===== src/rtl/flog_in_stage.sv =====
// rtl/flog_in_stage.sv - bfloat16 log2 input front-end: operand FIFO, special-case bypass, core issue; optional stats via FLOG_IN_STATS_EN
package flog_pkg;
  parameter int EXP_WIDTH = 8;
  parameter int MAN_WIDTH = 7;
  parameter int OP_WIDTH  = 1 + EXP_WIDTH + MAN_WIDTH;
endpackage

// Operand queue: registered ready, head visible combinationally.
module flog_in_fifo #(
  parameter int DW    = 16,
  parameter int DEPTH = 4
) (
  input  logic          clk,
  input  logic          rst,
  input  logic [DW-1:0] wr_tdata,
  input  logic          wr_tvalid,
  output logic          wr_tready,
  output logic [DW-1:0] rd_tdata,
  output logic          rd_tvalid,
  input  logic          rd_pop
);
  localparam int PW = (DEPTH > 1) ? $clog2(DEPTH) : 1;
  localparam int CW = $clog2(DEPTH + 1);

  logic [DW-1:0] mem_q [DEPTH];
  logic [DW-1:0] mem_d [DEPTH];
  logic [PW-1:0] wr_ptr_q, wr_ptr_d;
  logic [PW-1:0] rd_ptr_q, rd_ptr_d;
  logic [CW-1:0] count_q, count_d;
  logic          ready_q, ready_d;
  logic          push, pop;

  // Pointer/count update; ready is taken from the next count so it is !full in every cycle.
  always_comb begin
    mem_d    = mem_q;
    wr_ptr_d = wr_ptr_q;
    rd_ptr_d = rd_ptr_q;
    count_d  = count_q;
    push     = wr_tvalid && ready_q;
    pop      = rd_pop && (count_q != '0);
    if (push) begin
      mem_d[wr_ptr_q] = wr_tdata;
      wr_ptr_d        = wr_ptr_q + PW'(1);
    end
    if (pop) begin
      rd_ptr_d = rd_ptr_q + PW'(1);
    end
    if (push && !pop) begin
      count_d = count_q + CW'(1);
    end else if (!push && pop) begin
      count_d = count_q - CW'(1);
    end
    ready_d = (count_d != CW'(DEPTH));
  end

  // Queue state registers; ready is low while in reset.
  always_ff @(posedge clk or posedge rst) begin
    if (rst) begin
      for (int i = 0; i < DEPTH; i++) begin
        mem_q[i] <= '0;
      end
      wr_ptr_q <= '0;
      rd_ptr_q <= '0;
      count_q  <= '0;
      ready_q  <= 1'b0;
    end else begin
      mem_q    <= mem_d;
      wr_ptr_q <= wr_ptr_d;
      rd_ptr_q <= rd_ptr_d;
      count_q  <= count_d;
      ready_q  <= ready_d;
    end
  end

  assign wr_tready = ready_q;
  assign rd_tdata  = mem_q[rd_ptr_q];
  assign rd_tvalid = (count_q != '0);
endmodule

module flog_in_stage
  import flog_pkg::*;
#(
  parameter int FIFO_DEPTH      = 4,
  parameter int MAX_OUTSTANDING = 4
) (
  input  logic                 clk,
  input  logic                 rst,
  input  logic [OP_WIDTH-1:0]  in_data_i,
  input  logic                 in_valid_i,
  output logic                 in_ready_o,
  output logic                 sign_o,
  output logic [EXP_WIDTH-1:0] exp_o,
  output logic [MAN_WIDTH-1:0] frac_o,
  output logic                 core_valid_o,
  input  logic                 core_done_i,
  output logic                 byp_valid_o,
  output logic [OP_WIDTH-1:0]  byp_res_o,
  output logic                 busy_o
`ifdef FLOG_IN_STATS_EN
  ,
  output logic [15:0]          byp_cnt_o,
  output logic [15:0]          issue_cnt_o
`endif
);
  localparam int OW = $clog2(MAX_OUTSTANDING + 1);

  typedef enum logic [1:0] {S_IDLE, S_ISSUE, S_DRAIN, S_BYPASS} state_t;

  state_t                state_q, state_d;
  logic [OW-1:0]         outst_q, outst_d;
  logic                  core_valid_q, core_valid_d;
  logic                  byp_valid_q, byp_valid_d;
  logic                  sign_q, sign_d;
  logic [EXP_WIDTH-1:0]  exp_q, exp_d;
  logic [MAN_WIDTH-1:0]  frac_q, frac_d;
  logic [OP_WIDTH-1:0]   byp_res_q, byp_res_d;

  logic                  fifo_ready;
  logic                  head_valid;
  logic [OP_WIDTH-1:0]   head;
  logic                  pop;
  logic                  head_s;
  logic [EXP_WIDTH-1:0]  head_e;
  logic [MAN_WIDTH-1:0]  head_f;
  logic                  head_normal;
  logic [OP_WIDTH-1:0]   special_res;
  logic                  can_issue;
  logic                  done_eff;

  flog_in_fifo #(
    .DW    (OP_WIDTH),
    .DEPTH (FIFO_DEPTH)
  ) u_fifo (
    .clk       (clk),
    .rst       (rst),
    .wr_tdata  (in_data_i),
    .wr_tvalid (in_valid_i),
    .wr_tready (fifo_ready),
    .rd_tdata  (head),
    .rd_tvalid (head_valid),
    .rd_pop    (pop)
  );

  assign {head_s, head_e, head_f} = head;
  assign head_normal = !head_s && (head_e != '0) && (head_e != '1);
  assign can_issue   = (outst_q < OW'(MAX_OUTSTANDING));
  // A done with nothing outstanding is stray and must not underflow the count.
  assign done_eff    = core_done_i && (outst_q != '0);

  // Local result for non-normal heads: zero/denormal -> -inf, +inf -> +inf, everything else -> qNaN.
  always_comb begin
    special_res = 16'h7FC0;
    if (head_e == '0) begin
      special_res = 16'hFF80;
    end else if ((head_e == '1) && (head_f == '0) && !head_s) begin
      special_res = 16'h7F80;
    end
  end

  // Outstanding core operations: issue pulse adds one, effective done removes one.
  always_comb begin
    outst_d = outst_q;
    if (core_valid_q && !done_eff) begin
      outst_d = outst_q + OW'(1);
    end else if (!core_valid_q && done_eff) begin
      outst_d = outst_q - OW'(1);
    end
  end

  // Issue/bypass sequencing; a bypass waits for all earlier core results to keep order.
  always_comb begin
    state_d      = state_q;
    pop          = 1'b0;
    core_valid_d = 1'b0;
    byp_valid_d  = 1'b0;
    sign_d       = sign_q;
    exp_d        = exp_q;
    frac_d       = frac_q;
    byp_res_d    = byp_res_q;
    case (state_q)
      S_IDLE: begin
        if (head_valid) begin
          state_d = head_normal ? S_ISSUE : S_DRAIN;
        end
      end
      S_ISSUE: begin
        if (can_issue) begin
          pop          = 1'b1;
          sign_d       = head_s;
          exp_d        = head_e;
          frac_d       = head_f;
          core_valid_d = 1'b1;
          state_d      = S_IDLE;
        end
      end
      S_DRAIN: begin
        if ((outst_q == '0) || ((outst_q == OW'(1)) && core_done_i)) begin
          state_d = S_BYPASS;
        end
      end
      S_BYPASS: begin
        pop         = 1'b1;
        byp_res_d   = special_res;
        byp_valid_d = 1'b1;
        state_d     = S_IDLE;
      end
      default: state_d = S_IDLE;
    endcase
  end

  // Control and output registers.
  always_ff @(posedge clk or posedge rst) begin
    if (rst) begin
      state_q      <= S_IDLE;
      outst_q      <= '0;
      core_valid_q <= 1'b0;
      byp_valid_q  <= 1'b0;
      sign_q       <= 1'b0;
      exp_q        <= '0;
      frac_q       <= '0;
      byp_res_q    <= '0;
    end else begin
      state_q      <= state_d;
      outst_q      <= outst_d;
      core_valid_q <= core_valid_d;
      byp_valid_q  <= byp_valid_d;
      sign_q       <= sign_d;
      exp_q        <= exp_d;
      frac_q       <= frac_d;
      byp_res_q    <= byp_res_d;
    end
  end

  assign in_ready_o   = fifo_ready;
  assign sign_o       = sign_q;
  assign exp_o        = exp_q;
  assign frac_o       = frac_q;
  assign core_valid_o = core_valid_q;
  assign byp_valid_o  = byp_valid_q;
  assign byp_res_o    = byp_res_q;
  assign busy_o       = head_valid || (outst_q != '0);

`ifdef FLOG_IN_STATS_EN
  logic [15:0] byp_cnt_q, byp_cnt_d;
  logic [15:0] issue_cnt_q, issue_cnt_d;

  // Saturating pulse counters.
  always_comb begin
    byp_cnt_d   = byp_cnt_q;
    issue_cnt_d = issue_cnt_q;
    if (byp_valid_q && (byp_cnt_q != 16'hFFFF)) begin
      byp_cnt_d = byp_cnt_q + 16'd1;
    end
    if (core_valid_q && (issue_cnt_q != 16'hFFFF)) begin
      issue_cnt_d = issue_cnt_q + 16'd1;
    end
  end

  // Counter registers.
  always_ff @(posedge clk or posedge rst) begin
    if (rst) begin
      byp_cnt_q   <= '0;
      issue_cnt_q <= '0;
    end else begin
      byp_cnt_q   <= byp_cnt_d;
      issue_cnt_q <= issue_cnt_d;
    end
  end

  assign byp_cnt_o   = byp_cnt_q;
  assign issue_cnt_o = issue_cnt_q;
`endif
endmodule


===== config.mk =====
export PLATFORM = sky130hd
export DESIGN_NAME = flog_in_stage
export DESIGN_NICKNAME = d
export VERILOG_FILES = /design/src/rtl/flog_in_stage.sv
export SDC_FILE = /design/constraint.sdc
export NUM_CORES = 1
export LEC_CHECK = 0
export CAP_MARGIN = 25
export CORE_MARGIN = 2
export CORE_UTILIZATION = 35
export CTS_BUF_LIST = sky130_fd_sc_hd__clkbuf_4
export DETAILED_ROUTE_END_ITERATION = 12
export GPL_TIMING_DRIVEN = 0
export PLACE_DENSITY = 0.53
export SYNTH_ARGS = -nofsm -noshare
export SYNTH_HDL_FRONTEND = slang
export SYNTH_SLANG_ARGS = --single-unit

===== constraint.sdc =====
create_clock -name clk -period 4.6 [get_ports clk]
set_input_delay 0.92 -clock clk [delete_from_list [all_inputs] [get_ports clk]]
set_output_delay 0.92 -clock clk [all_outputs]
set_load 0.005 [all_outputs]

==> results.rst <==
.. list-table::
   :header-rows: 1

   * - Metric
     - Value
   * - Combinational power share
     - between 40% and 50%
   * - Reported leakage power
     - roughly 2.3 nW
   * - Number of clock buffers inserted by TritonCTS
     - 9
   * - Worst hold-check path type
     - reg2reg
   * - Bufs and invs on worst path
     - 2
   * - Chip Width
     - between 100 and 150 um
   * - Post-route antenna net violation count
     - 0
   * - Total gr overflow
     - 0
   * - Number of setup buffers added after CTS
     - 0
   * - Cell internal pwr
     - approximately 0.0025 W
   * - Fraction of power spent switching nets
     - 32.7%
   * - Max-Cap Viols
     - 0
   * - Maximum count of clock buffers along a single path
     - 2
   * - Via count
     - approximately 2.6k
   * - Via count of the first global-routing pass
     - about 2.7k
   * - Clk root buf
     - sky130_fd_sc_hd__clkbuf_4
   * - Post-detail-place hpwl
     - roughly 6100 um
   * - Sink Count
     - between 90 and 100
   * - Largest incremental delay on the critical path
     - about 0.45 ns
   * - Power Dens Cells
     - just under 700 nW/um^2
   * - Slew headroom
     - a little over two fifths
   * - Clock H-tree levels
     - 3
   * - Row count
     - between 40 and 50
   * - Share of cell area taken by muxes after synthesis
     - between 20 and 30%
   * - Die outline height
     - around 120 um
   * - Ranking of synthesized cells by area
     - sky130_fd_sc_hd__dfrtp_1, sky130_fd_sc_hd__mux2_2, sky130_fd_sc_hd__mux4_2
   * - Kind of critical path
     - reg2out
   * - CTS clk-pin slew, worst paths
     - about 0.13 ns
   * - Flop and latch count out of synthesis
     - 98
   * - Overall fraction of global-route tracks in use
     - ~14%
   * - Synth area leader
     - sky130_fd_sc_hd__dfrtp_1
   * - Total cell area at the placement stage
     - roughly 5200 um^2
   * - Effective utilization at floorplan
     - about 36%
   * - Post-layout instance area
     - ~5400 um^2
   * - Final period utilization
     - approximately 64%
   * - Layout net count
     - approximately 400
   * - Crit Path Max Fanout
     - 5
   * - Synth-to-Final Area Change
     - 20.4%
   * - Remaining DRCs
     - 0
   * - Initial DRC count
     - between 100 and 150
   * - CTS tree
     - yes
   * - Max Fclk
     - between 300 and 400 MHz
   * - Arrival @ worst endpoint
     - 2.02 ns
   * - Wirelength per Cell
     - ~16 um
   * - Launch point of the worst reg-to-reg path
     - u_fifo.rd_ptr_q[1]
   * - Post-Layout Cell Count
     - 547
   * - Final count of hold timing violations
     - 0
   * - Number of detailed-route iterations in the first pass
     - 4
   * - Number of placed instances with taps included
     - 530
   * - Boundary pin count
     - 56
   * - Post-CTS Hold Buffers
     - 0
   * - Total detailed-routing wirelength
     - just under 9000 um
   * - Worst-skew pair later-pin latency
     - between 0.4 and 0.5 ns
   * - Critical path startpoint category
     - flop
   * - Share of cells above drive strength 1
     - between 30% and 40%
   * - Critical Path End Type
     - primary output
   * - Antenna violations before repair
     - 1
   * - Wire length of the first global-routing pass
     - between 10000 and 15000 um
   * - Number of distinct library cell variants in the gate-level netlist after synthesis
     - 36
   * - Main combinational cell family by area after synthesis
     - multiplexers
   * - Clock network fraction of total power
     - ~14%
   * - Area fraction in and, or, nand and nor cells after synthesis
     - around 4.5%
   * - Gate count of the mapped netlist
     - 303
   * - Ordered cell list for the critical path
     - inv_1 -> ha_1 -> nand2b_1 -> or3_1 -> clkdlybuf4s50_1
   * - Critical-path top delay cell
     - sky130_fd_sc_hd__clkdlybuf4s50_1
   * - Post-synthesis instance area
     - about 4500 um^2
   * - Compound-Gate Fraction of Synth Area
     - 1.32%
   * - Worst Path Required
     - 3.68 ns
   * - Number of max-slew violations in the final report
     - 0
   * - Outcome
     - finished clean
   * - Largest net degree at the start of global routing
     - 57
   * - Final setup violation count
     - 0
   * - Area of the core
     - approximately 13000 um^2
   * - Final min period
     - roughly 2.9 ns
   * - Post-Synthesis Mean Instance Area
     - around 15 um^2
   * - Floorplan die area
     - 13700 um^2
   * - Origin of the worst min-delay path
     - u_fifo.count_q[2]
   * - Sequential cell fraction of total power
     - roughly 41%
   * - Register area share after synthesis
     - a little over half
   * - Quantity of I/O buffers inserted on ports
     - slightly below 50
   * - Via-per-instance ratio
     - about 4.7
   * - Area fraction of the dominant cell type after synthesis
     - approximately 55%
   * - Actual slew at the worst max-slew pin
     - approximately 0.86 ns
   * - RSZ-0062 raised after global routing
     - false
   * - Adder and majority cell fraction of the synthesized area
     - under 10%
   * - Peak supply drop
     - 0.000255 V
   * - Total net switching power
     - around 0.0012 W
   * - Number of instances resized during post-cts repair
     - 0
   * - Skew final
     - roughly 0.02 ns
   * - Warnings, synthesis
     - 0
   * - Xor-xnor portion of the synthesized cell area
     - 1.76%
   * - Worst path top cell family by delay
     - buffers and inverters
   * - Critical path origin
     - u_fifo.count_q[1]
   * - Overall power of the completed layout
     - roughly 0.0037 W
   * - Routability congestion estimate
     - ~0.71
-- synth_stat cells, drive strengths merged --
cell type  number
dfrtp          98
nand4           2
nand2b          3
nand2          13
or4             2
xor2            3
inv             9
buf            15
nand3           1
maj3            2
a21o            1
nor3            2
mux4           16
o22ai           1
mux2i           4
a21oi           1
a311oi          1
or3b            1
nor2            5
nor3b           1
and3            1
o21ai           3
clkbuf         12
o31ai           1
ha             12
nor4            3
xnor2           6
conb            1
and2            1
or3             1
o31a            1
mux2           80
-- power groups by stage --
| stage | combinational (W) | clock, W | sequential (W) |
|---|---|---|---|
| 4_1_cts | 0.00171 | 0.000528 | 0.00150 |
| 3_3_place_gp | 0.00166 | 0 | 0.00151 |
| 2_1_floorplan | 0.00120 | 0 | 0.00147 |
| 5_1_grt | 0.00183 | 0.000567 | 0.00156 |
| 3_5_place_dp | 0.00170 | 0 | 0.00152 |
| 6_report | 0.00167 | 0.000511 | 0.00150 |
-- cell type report --
| type | instances | area (um^2) |
|---|---|---|
| Timing Repair Buffer | 50 | 518 |
| Antenna cell | 1 | 2.50 |
| Multi-Input combinational cell | 174 | 1850 |
| Clock buffer | 10 | 75.1 |
| Clock inverter | 6 | 81.3 |
| Fill cell | 1183 | 7180 |
| Tap cell | 172 | 215 |
| Inverter | 9 | 36.3 |
| Buffer | 27 | 159 |
| Sequential cell | 98 | 2450 |
-- layer usage --
layer / up-vias / share of wire (%) / track usage [%] / wire [um]
li1: 1194 / - / - / -
met1: 1344 / 48 / 19.3 / 4280
met2: 46 / 46 / 22.5 / 4090
met3: 11 / 3.2 / 2.73 / 287
met4: 0 / 2.1 / 6.35 / 188
met5: - / 0 / 0 / 0
-- cell families (layout without fill, tap and decap cells) --
kind of cell             Yosys count  after routing
AO/OA/AOI/OAI                      9              9
adder cells (fa/ha/maj)           14             14
XOR/XNOR                           9              9
AND/OR/NAND/NOR                   36             36
other                              1              7
buffers and inverters             36            102
flip-flops                        98             98
multiplexers                     100            100
-- layout by cell type, fill, tap and decap left out, types with 3 or more instances in the layout --
master and n:
sky130_fd_sc_hd__dfrtp_1 98, sky130_fd_sc_hd__inv_1 8, sky130_fd_sc_hd__nand2b_1 3, sky130_fd_sc_hd__xnor2_1 6
sky130_fd_sc_hd__mux4_2 13, sky130_fd_sc_hd__o21ai_0 3, sky130_fd_sc_hd__nor4_1 3, sky130_fd_sc_hd__xor2_1 3
sky130_fd_sc_hd__buf_4 13, sky130_fd_sc_hd__mux2i_1 4, sky130_fd_sc_hd__mux4_1 3, sky130_fd_sc_hd__clkdlybuf4s50_1 49
sky130_fd_sc_hd__ha_1 12, sky130_fd_sc_hd__clkbuf_1 12, sky130_fd_sc_hd__nand2_1 13, sky130_fd_sc_hd__conb_1 6
sky130_fd_sc_hd__nor2_1 4, sky130_fd_sc_hd__mux2_2 80, sky130_fd_sc_hd__clkbuf_4 10
-- state kept, by name, indices dropped and copies added, names as in the netlist --
name,count
core_valid_o,1
frac_o,7
byp_res_o,3
u_fifo.wr_ptr_q,2
u_fifo.wr_tready,1
byp_valid_o,1
u_fifo.rd_ptr_q,2
state_q,2
sign_o,1
u_fifo.count_q,3
u_fifo.mem_q,64
outst_q,3
exp_o,8
-- worst paths after layout --
check                           slack [ns]           endpoint  cells after the start
worst max-delay path                  1.66             busy_o                      5
worst min-delay path                  0.50  u_fifo.count_q[2]                      1
worst max register to register        1.99       byp_res_o[6]                      6
worst min register to register        0.50  u_fifo.count_q[2]                      1
max in group asynchronous             3.08  u_fifo.count_q[0]                      3
min in group asynchronous             0.86          frac_o[2]                      2
-- per-stage QoR --
| step | worst slack, ns | TNS, ns | hold slack (ns) | util (%) |
|---|---|---|---|---|
| 2_1_floorplan | 1.12 | 0 | 0.443 | - |
| 5_1_grt | 1.49 | 0 | 0.527 | 42.8 |
| 4_1_cts | 1.63 | 0 | 0.514 | 42.8 |
| 3_5_place_dp | 1.29 | 0 | 0.489 | 41.6 |
| 3_3_place_gp | -0.492 | -47.63 | 0.469 | 41.3 |
| 6_report | 1.66 | 0 | 0.501 | 42.8 |
(Power assumes the default switching activity.)
